File: src/rtl/decoder_nx2n_scan_pkg.sv
// Shared definitions for the decoder_nx2n_scan block: mode encodings and a
// ceiling-log2 helper used to size the optional dwell counter (DECO_DWELL_EN).
package decoder_nx2n_scan_pkg;

    localparam logic MODE_DIRECT = 1'b0;
    localparam logic MODE_SCAN   = 1'b1;

    // Ceiling log2; clog2(1) = 0, clog2(2) = 1, clog2(4) = 2, clog2(5) = 3.
    function automatic int unsigned clog2(input int unsigned v);
        int unsigned r;
        r = 0;
        while ((64'd1 << r) < 64'(v)) begin
            r = r + 1;
        end
        return r;
    endfunction

endpackage

File: src/rtl/decoder_nx2n_scan_counter.sv
// Scan index sequencer for decoder_nx2n_scan.
// index_o is the index to be shown for the current cycle (the load value on a
// load cycle, else the held index). With macro DECO_DWELL_EN defined each index
// is shown for Dwell enabled cycles; otherwise the index advances every enabled
// cycle. wrap_pulse_o flags the first enabled cycle that shows index 0 after an
// advance from the top index.
module deco_scan_counter
    import decoder_nx2n_scan_pkg::*;
#(
    parameter int unsigned N     = 2,
    parameter int unsigned Dwell = 4
) (
    input  logic         clk_i,
    input  logic         rst_i,
    input  logic         en_i,
    input  logic         load_i,
    input  logic [N-1:0] load_val_i,
    output logic [N-1:0] index_o,
    output logic         wrap_pulse_o
);

    if (N < 1 || Dwell < 1) begin : g_bad_param
        $error("deco_scan_counter: N and Dwell must both be at least 1");
    end

    localparam logic [N-1:0] IdxMax = {N{1'b1}};

    logic [N-1:0] idx_q, idx_d;
    logic [N-1:0] cur_idx;
    logic         pend_q, pend_d;
    logic         advance;

`ifdef DECO_DWELL_EN
    localparam int unsigned CntW = clog2(Dwell + 1);

    logic [CntW-1:0] cnt_q, cnt_d;
    logic [CntW-1:0] cur_cnt;

    // Dwell count: a load restarts the dwell of the loaded index.
    always_comb begin
        cur_cnt = load_i ? '0 : cnt_q;
        advance = 1'b0;
        cnt_d   = cnt_q;
        if (en_i) begin
            if (cur_cnt == CntW'(Dwell - 1)) begin
                advance = 1'b1;
                cnt_d   = '0;
            end else begin
                cnt_d   = cur_cnt + CntW'(1);
            end
        end
    end

    // Dwell count register; holds while disabled.
    always_ff @(posedge clk_i) begin
        if (rst_i) begin
            cnt_q <= '0;
        end else begin
            cnt_q <= cnt_d;
        end
    end
`else
    // Without a dwell counter every enabled scan cycle advances.
    always_comb begin
        advance = en_i;
    end
`endif

    // Index select, advance modulo 2**N, and pending-wrap flag.
    always_comb begin
        cur_idx = load_i ? load_val_i : idx_q;
        idx_d   = idx_q;
        pend_d  = pend_q;
        if (en_i) begin
            idx_d  = advance ? cur_idx + N'(1) : cur_idx;
            // Index 0 is shown on the next enabled cycle after this advance.
            pend_d = advance && (cur_idx == IdxMax);
        end
        index_o      = cur_idx;
        wrap_pulse_o = en_i && !load_i && pend_q;
    end

    // Index and wrap flag registers; both freeze while disabled.
    always_ff @(posedge clk_i) begin
        if (rst_i) begin
            idx_q  <= '0;
            pend_q <= 1'b0;
        end else begin
            idx_q  <= idx_d;
            pend_q <= pend_d;
        end
    end

endmodule

File: src/rtl/decoder_nx2n_scan.sv
// Registered N-to-2**N one-cold decoder with active-low enable.
// DIRECT mode decodes addr; SCAN mode walks every output in turn, starting from
// addr on a DIRECT->SCAN edge. Macro DECO_DWELL_EN holds each scan index for
// DWELL cycles; undefined, the index advances every enabled scan cycle.
module decoder_nx2n_scan
    import decoder_nx2n_scan_pkg::*;
#(
    parameter int unsigned N     = 2,
    parameter int unsigned DWELL = 4
) (
    input  logic              clock,
    input  logic              reset,
    input  logic              enable_n,
    input  logic              mode,
    input  logic [N-1:0]      addr,
    output logic [2**N-1:0]   D,
    output logic [N-1:0]      sel,
    output logic              active,
    output logic              wrap
);

    localparam int unsigned Lines = 2**N;

    logic             mode_q;
    logic             mode_edge;
    logic             scan_en;
    logic [N-1:0]     scan_idx;
    logic             scan_wrap;

    logic [Lines-1:0] d_q, d_d;
    logic [N-1:0]     sel_q, sel_d;
    logic             active_q, active_d;
    logic             wrap_q, wrap_d;
    logic [N-1:0]     pick;

    // Scan control: the edge is judged against the mode seen last cycle.
    always_comb begin
        scan_en   = (mode == MODE_SCAN) && !enable_n;
        mode_edge = scan_en && (mode_q == MODE_DIRECT);
    end

    deco_scan_counter #(
        .N     (N),
        .Dwell (DWELL)
    ) u_scan_counter (
        .clk_i        (clock),
        .rst_i        (reset),
        .en_i         (scan_en),
        .load_i       (mode_edge),
        .load_val_i   (addr),
        .index_o      (scan_idx),
        .wrap_pulse_o (scan_wrap)
    );

    // Next-state of the output registers: one-cold decode of the chosen index.
    always_comb begin
        d_d      = '1;
        sel_d    = sel_q;
        active_d = 1'b0;
        wrap_d   = 1'b0;
        pick     = (mode == MODE_SCAN) ? scan_idx : addr;
        if (!enable_n) begin
            d_d[pick] = 1'b0;
            sel_d     = pick;
            active_d  = 1'b1;
            wrap_d    = (mode == MODE_SCAN) && scan_wrap;
        end
    end

    // Output registers; mode history tracks through reset so that a SCAN mode
    // held across reset starts at index 0 rather than reloading addr.
    always_ff @(posedge clock) begin
        mode_q <= mode;
        if (reset) begin
            d_q      <= '1;
            sel_q    <= '0;
            active_q <= 1'b0;
            wrap_q   <= 1'b0;
        end else begin
            d_q      <= d_d;
            sel_q    <= sel_d;
            active_q <= active_d;
            wrap_q   <= wrap_d;
        end
    end

    assign D      = d_q;
    assign sel    = sel_q;
    assign active = active_q;
    assign wrap   = wrap_q;

endmodule

File: config.mk
export PLATFORM = sky130hd
export DESIGN_NAME = decoder_nx2n_scan
export DESIGN_NICKNAME = d
export VERILOG_FILES = /design/src/rtl/decoder_nx2n_scan_pkg.sv /design/src/rtl/decoder_nx2n_scan_counter.sv /design/src/rtl/decoder_nx2n_scan.sv
export SDC_FILE = /design/constraint.sdc
export NUM_CORES = 1
export LEC_CHECK = 0
export BUFFER_PORTS_ARGS = -buffer_cell sky130_fd_sc_hd__buf_2
export CAP_MARGIN = 40
export CORE_UTILIZATION = 30
export DETAILED_ROUTE_END_ITERATION = 10
export SETUP_SLACK_MARGIN = 0.4
export SLEW_MARGIN = 5
export SYNTH_ARGS = -nofsm -noshare
export SYNTH_HDL_FRONTEND = slang
export SYNTH_HIERARCHICAL = 1
export SYNTH_SLANG_ARGS = --single-unit
File: constraint.sdc
create_clock -name clock -period 4.5 [get_ports clock]
set_input_delay 0.45 -clock clock [delete_from_list [all_inputs] [get_ports clock]]
set_output_delay 0.45 -clock clock [all_outputs]
set_load 0.005 [all_outputs]
==> run_summary.xml <==
<?xml version="1.0" encoding="UTF-8"?>
<metrics>
  <group name="status">
    <metric name="run_status" unit="">finished clean</metric>
  </group>
  <group name="detailed_routing">
    <metric name="drt_drc_violations_left" unit="">0</metric>
    <metric name="antenna_violating_nets_post_route" unit="">0</metric>
    <metric name="detailedRoute.firstPassIterationCount" unit="">2</metric>
    <metric name="post_drt_wl_per_cell" unit="µm">10.8</metric>
    <metric name="routed_via_density" unit="">4.59</metric>
    <metric name="detail_route.iter0.violations" unit="">2</metric>
    <metric name="detailroute.via_count" unit="">326</metric>
    <metric name="wl" unit="µm">764</metric>
  </group>
  <group name="floorplan">
    <metric name="io-pin-count" unit="">14</metric>
    <metric name="fp-row-count" unit="">13</metric>
    <metric name="design.die.area" unit="µm²">1640</metric>
    <metric name="dieHeight" unit="µm">40.5</metric>
    <metric name="floorplan.die.width" unit="µm">40.5</metric>
    <metric name="core_region_area" unit="µm²">1330</metric>
    <metric name="initial_core_util" unit="">0.334</metric>
  </group>
  <group name="grt">
    <metric name="initial_antenna_violation_count" unit="">0</metric>
    <metric name="grt_start_max_net_pins" unit="">10</metric>
    <metric name="grt.overflow.total" unit="">0</metric>
    <metric name="grt_usage" unit="">0.139</metric>
    <metric name="first_global_vias" unit="">307</metric>
    <metric name="grt_pass1_wl" unit="µm">1370</metric>
  </group>
  <group name="worst_setup_path">
    <metric name="timing.critical_path.required" unit="ns">4.65</metric>
    <metric name="critical_path.max_stage_delay" unit="ns">0.51</metric>
    <metric name="critPathSlowestCell" unit="">sky130_fd_sc_hd__or4_1</metric>
    <metric name="path_delay_family" unit="">simple AND/OR/NAND/NOR gates</metric>
    <metric name="criticalPathCategory" unit="">input port to flop</metric>
    <metric name="maximum_fanout_count_along_the_critical_path" unit="">7</metric>
    <metric name="critical_path_arrival" unit="ns">2.09</metric>
    <metric name="crit_buf_inv" unit="">1</metric>
    <metric name="crit_path_start_kind" unit="">input port</metric>
    <metric name="list_of_cells_traversed_by_the_critical_path" unit="">buf_2 -&gt; nor2b_2 -&gt; nor2b_1 -&gt; mux2_4 -&gt; mux2i_1 -&gt; or4_1</metric>
    <metric name="worstSetupEndpointType" unit="">flop</metric>
  </group>
  <group name="yosys">
    <metric name="synthDistinctLibCells" unit="">17</metric>
    <metric name="synth.cells.most_frequent" unit="">sky130_fd_sc_hd__dfxtp_1, sky130_fd_sc_hd__mux2i_1, sky130_fd_sc_hd__nor2_1</metric>
    <metric name="synth-main-ff-cell" unit="">sky130_fd_sc_hd__dfxtp_1</metric>
    <metric name="synthesis.area" unit="µm²">445</metric>
    <metric name="synthesis.area_per_instance" unit="µm²">11.4</metric>
    <metric name="count_of_mapped_cells_out_of_synthesis" unit="">39</metric>
    <metric name="synth_most_common_cell" unit="">sky130_fd_sc_hd__dfxtp_1</metric>
    <metric name="synth_async_sr_flop_share" unit="">0</metric>
    <metric name="yosysWarnings" unit="">6</metric>
    <metric name="synth.ff_latch_count" unit="">12</metric>
    <metric name="synth_top_cell_by_area" unit="">sky130_fd_sc_hd__dfxtp_1</metric>
    <metric name="synth_nets" unit="">46</metric>
    <metric name="synth-edff-count" unit="">0</metric>
    <metric name="ys_seq_area_frac" unit="">0.539</metric>
    <metric name="cell_types_with_the_largest_area_share_after_synthesis" unit="">sky130_fd_sc_hd__dfxtp_1, sky130_fd_sc_hd__mux2i_1, sky130_fd_sc_hd__nor2b_1, sky130_fd_sc_hd__a211oi_1, sky130_fd_sc_hd__mux2_4</metric>
    <metric name="synth_largest_type_area_fraction" unit="">0.539</metric>
  </group>
  <group name="placement">
    <metric name="detailed_place.area" unit="µm²">529</metric>
    <metric name="place.gp.congestion" unit="">0.693</metric>
    <metric name="detailedPlacementHpwl" unit="µm">560</metric>
    <metric name="placement.setup.worst_slack" unit="ns">2.27</metric>
    <metric name="portBuffers" unit="">13</metric>
  </group>
  <group name="power_and_ir_drop">
    <metric name="swShare" unit="">0.223</metric>
    <metric name="net-switching-power" unit="µW">49.0</metric>
    <metric name="leakagePower" unit="nW">0.255</metric>
    <metric name="sequentialPowerShare" unit="">0.511</metric>
    <metric name="power.combinational.fraction" unit="">0.102</metric>
    <metric name="power.density" unit="nW/µm²">389</metric>
    <metric name="power.clock.fraction" unit="">0.387</metric>
    <metric name="internal_power" unit="µW">171</metric>
    <metric name="worst_ir_drop_vdd" unit="mV">0.166</metric>
  </group>
  <group name="sta">
    <metric name="slew_viol_final" unit="">0</metric>
    <metric name="achievable-frequency" unit="GHz">0.515</metric>
    <metric name="period_share" unit="">0.432</metric>
    <metric name="max_slew_margin" unit="">0.737</metric>
    <metric name="min_period" unit="ns">1.94</metric>
    <metric name="final.setup.tns" unit="ns">0</metric>
    <metric name="rsz0062_at_grt" unit="">no</metric>
    <metric name="number_of_hold_violations_in_the_final_report" unit="">0</metric>
    <metric name="pin_slew_with_the_least_headroom_to_its_limit" unit="ns">0.384</metric>
    <metric name="final.setup.worst_slack" unit="ns">2.56</metric>
    <metric name="finalClockSkew" unit="ns">0.000389</metric>
    <metric name="setup_violations" unit="">0</metric>
  </group>
  <group name="cts">
    <metric name="post-cts-setup-buffer-count" unit="">0</metric>
    <metric name="cts.reportedPaths.clkPinSlew" unit="ns">0.07</metric>
    <metric name="root_buffer" unit="">sky130_fd_sc_hd__clkbuf_4</metric>
    <metric name="cts_inserted_buffers" unit="">3</metric>
    <metric name="h_tree_depth_reported_by_cts" unit="">1</metric>
    <metric name="tritoncts_sink_count" unit="">12</metric>
    <metric name="cts_hold_repair.buffers" unit="">0</metric>
    <metric name="clk_path_buf_depth" unit="">2</metric>
    <metric name="number_of_gates_resized_after_cts" unit="">0</metric>
    <metric name="cts_tree" unit="">built</metric>
    <metric name="clk-insertion-delay-late" unit="ns">0.28</metric>
  </group>
  <group name="final_layout">
    <metric name="drive_above_1_share" unit="">0.357</metric>
    <metric name="n_antenna_cell" unit="">0</metric>
    <metric name="seq_area" unit="µm²">240</metric>
    <metric name="fillers" unit="">139</metric>
    <metric name="layout-area-overhead-vs-synth" unit="%">27.0</metric>
    <metric name="area_used_by_multi_input_combinational_logic" unit="µm²">201</metric>
    <metric name="finalNetCount" unit="">64</metric>
    <metric name="final_area" unit="µm²">566</metric>
  </group>
  <group name="min_path">
    <metric name="min_path_type" unit="">input port to flop</metric>
  </group>
  <group name="flow_run">
    <metric name="cap_viol_max_count" unit="">0</metric>
  </group>
</metrics>
through the flow:
step / utilization / instances / hold slack (ns) / power, mW
detailed placement: 0.397 / 67 / 0.483 / 0.137
floorplan: - / 39 / 0.453 / 0.128
global placement: 0.397 / 67 / 0.478 / 0.137
CTS: 0.424 / 71 / 0.320 / 0.225
finish: 0.424 / 71 / 0.332 / 0.220
global route: 0.424 / 71 / 0.316 / 0.232
flip-flops by register name (all words and copies together), names as in the netlist:
register	flops
D	4
active	1
mode_q	1
sel	2
u_scan_counter/idx_q	2
u_scan_counter/pend_q	1
wrap	1
cell type report:
type / instances / share of cell area
Multi-Input combinational cell: 26 / 0.356
Clock buffer: 4 / 0.0642
Inverter: 1 / 0.00664
Sequential cell: 12 / 0.425
Timing Repair Buffer: 13 / 0.115
Tap cell: 15 / 0.0332
power groups by stage:
stage | logic [mW] | registers, mW | clock network (mW)
global placement | 0.0223 | 0.115 | 0
CTS | 0.0226 | 0.113 | 0.0895
detailed placement | 0.0225 | 0.115 | 0
global route | 0.0256 | 0.113 | 0.0935
floorplan | 0.0128 | 0.115 | 0
finish | 0.0224 | 0.112 | 0.0852
placed cells by master (no fill, tap or decap), drive strengths merged:
| cell | netlist | routed |
|---|---|---|
| o22ai | 1 | 1 |
| a211oi | 2 | 2 |
| nand3 | 1 | 1 |
| nand2b | 2 | 2 |
| buf | 0 | 13 |
| or4 | 1 | 1 |
| nand3b | 2 | 2 |
| inv | 1 | 1 |
| clkbuf | 0 | 4 |
| mux2i | 4 | 4 |
| nor2 | 4 | 4 |
| ha | 1 | 1 |
| nand2 | 1 | 1 |
| dfxtp | 12 | 12 |
| mux2 | 2 | 2 |
| and3b | 1 | 1 |
| nor2b | 4 | 4 |
final timing paths:
check / startpoint / end / slack (ns) / cells after the start
worst min-delay path: mode / mode_q / 0.33 / 1
worst min register to register: u_scan_counter/idx_q[1] / u_scan_counter/idx_q[1] / 0.49 / 2
worst max-delay path: mode / D[3] / 2.56 / 6
worst max register to register: mode_q / D[3] / 2.93 / 4
cells by family (layout without fill, tap and decap cells):
logic type / count (synthesis) / count (layout) / synth area share
AND/OR/NAND/NOR: 16 / 16 / 0.213
flip-flops: 12 / 12 / 0.539
multiplexers: 6 / 6 / 0.149
AO/OA/AOI/OAI: 3 / 3 / 0.0618
adder cells (fa/ha/maj): 1 / 1 / 0.0281
buffers and inverters: 1 / 18 / 0.00842
layer usage:
metal | routed length (µm) | track usage
met5 | 0 | 0
met4 | 17 | 0.0500
met3 | 75 | 0.100
met2 | 290 | 0.179
met1 | 381 | 0.175
Power figures use the tool's default switching activity.
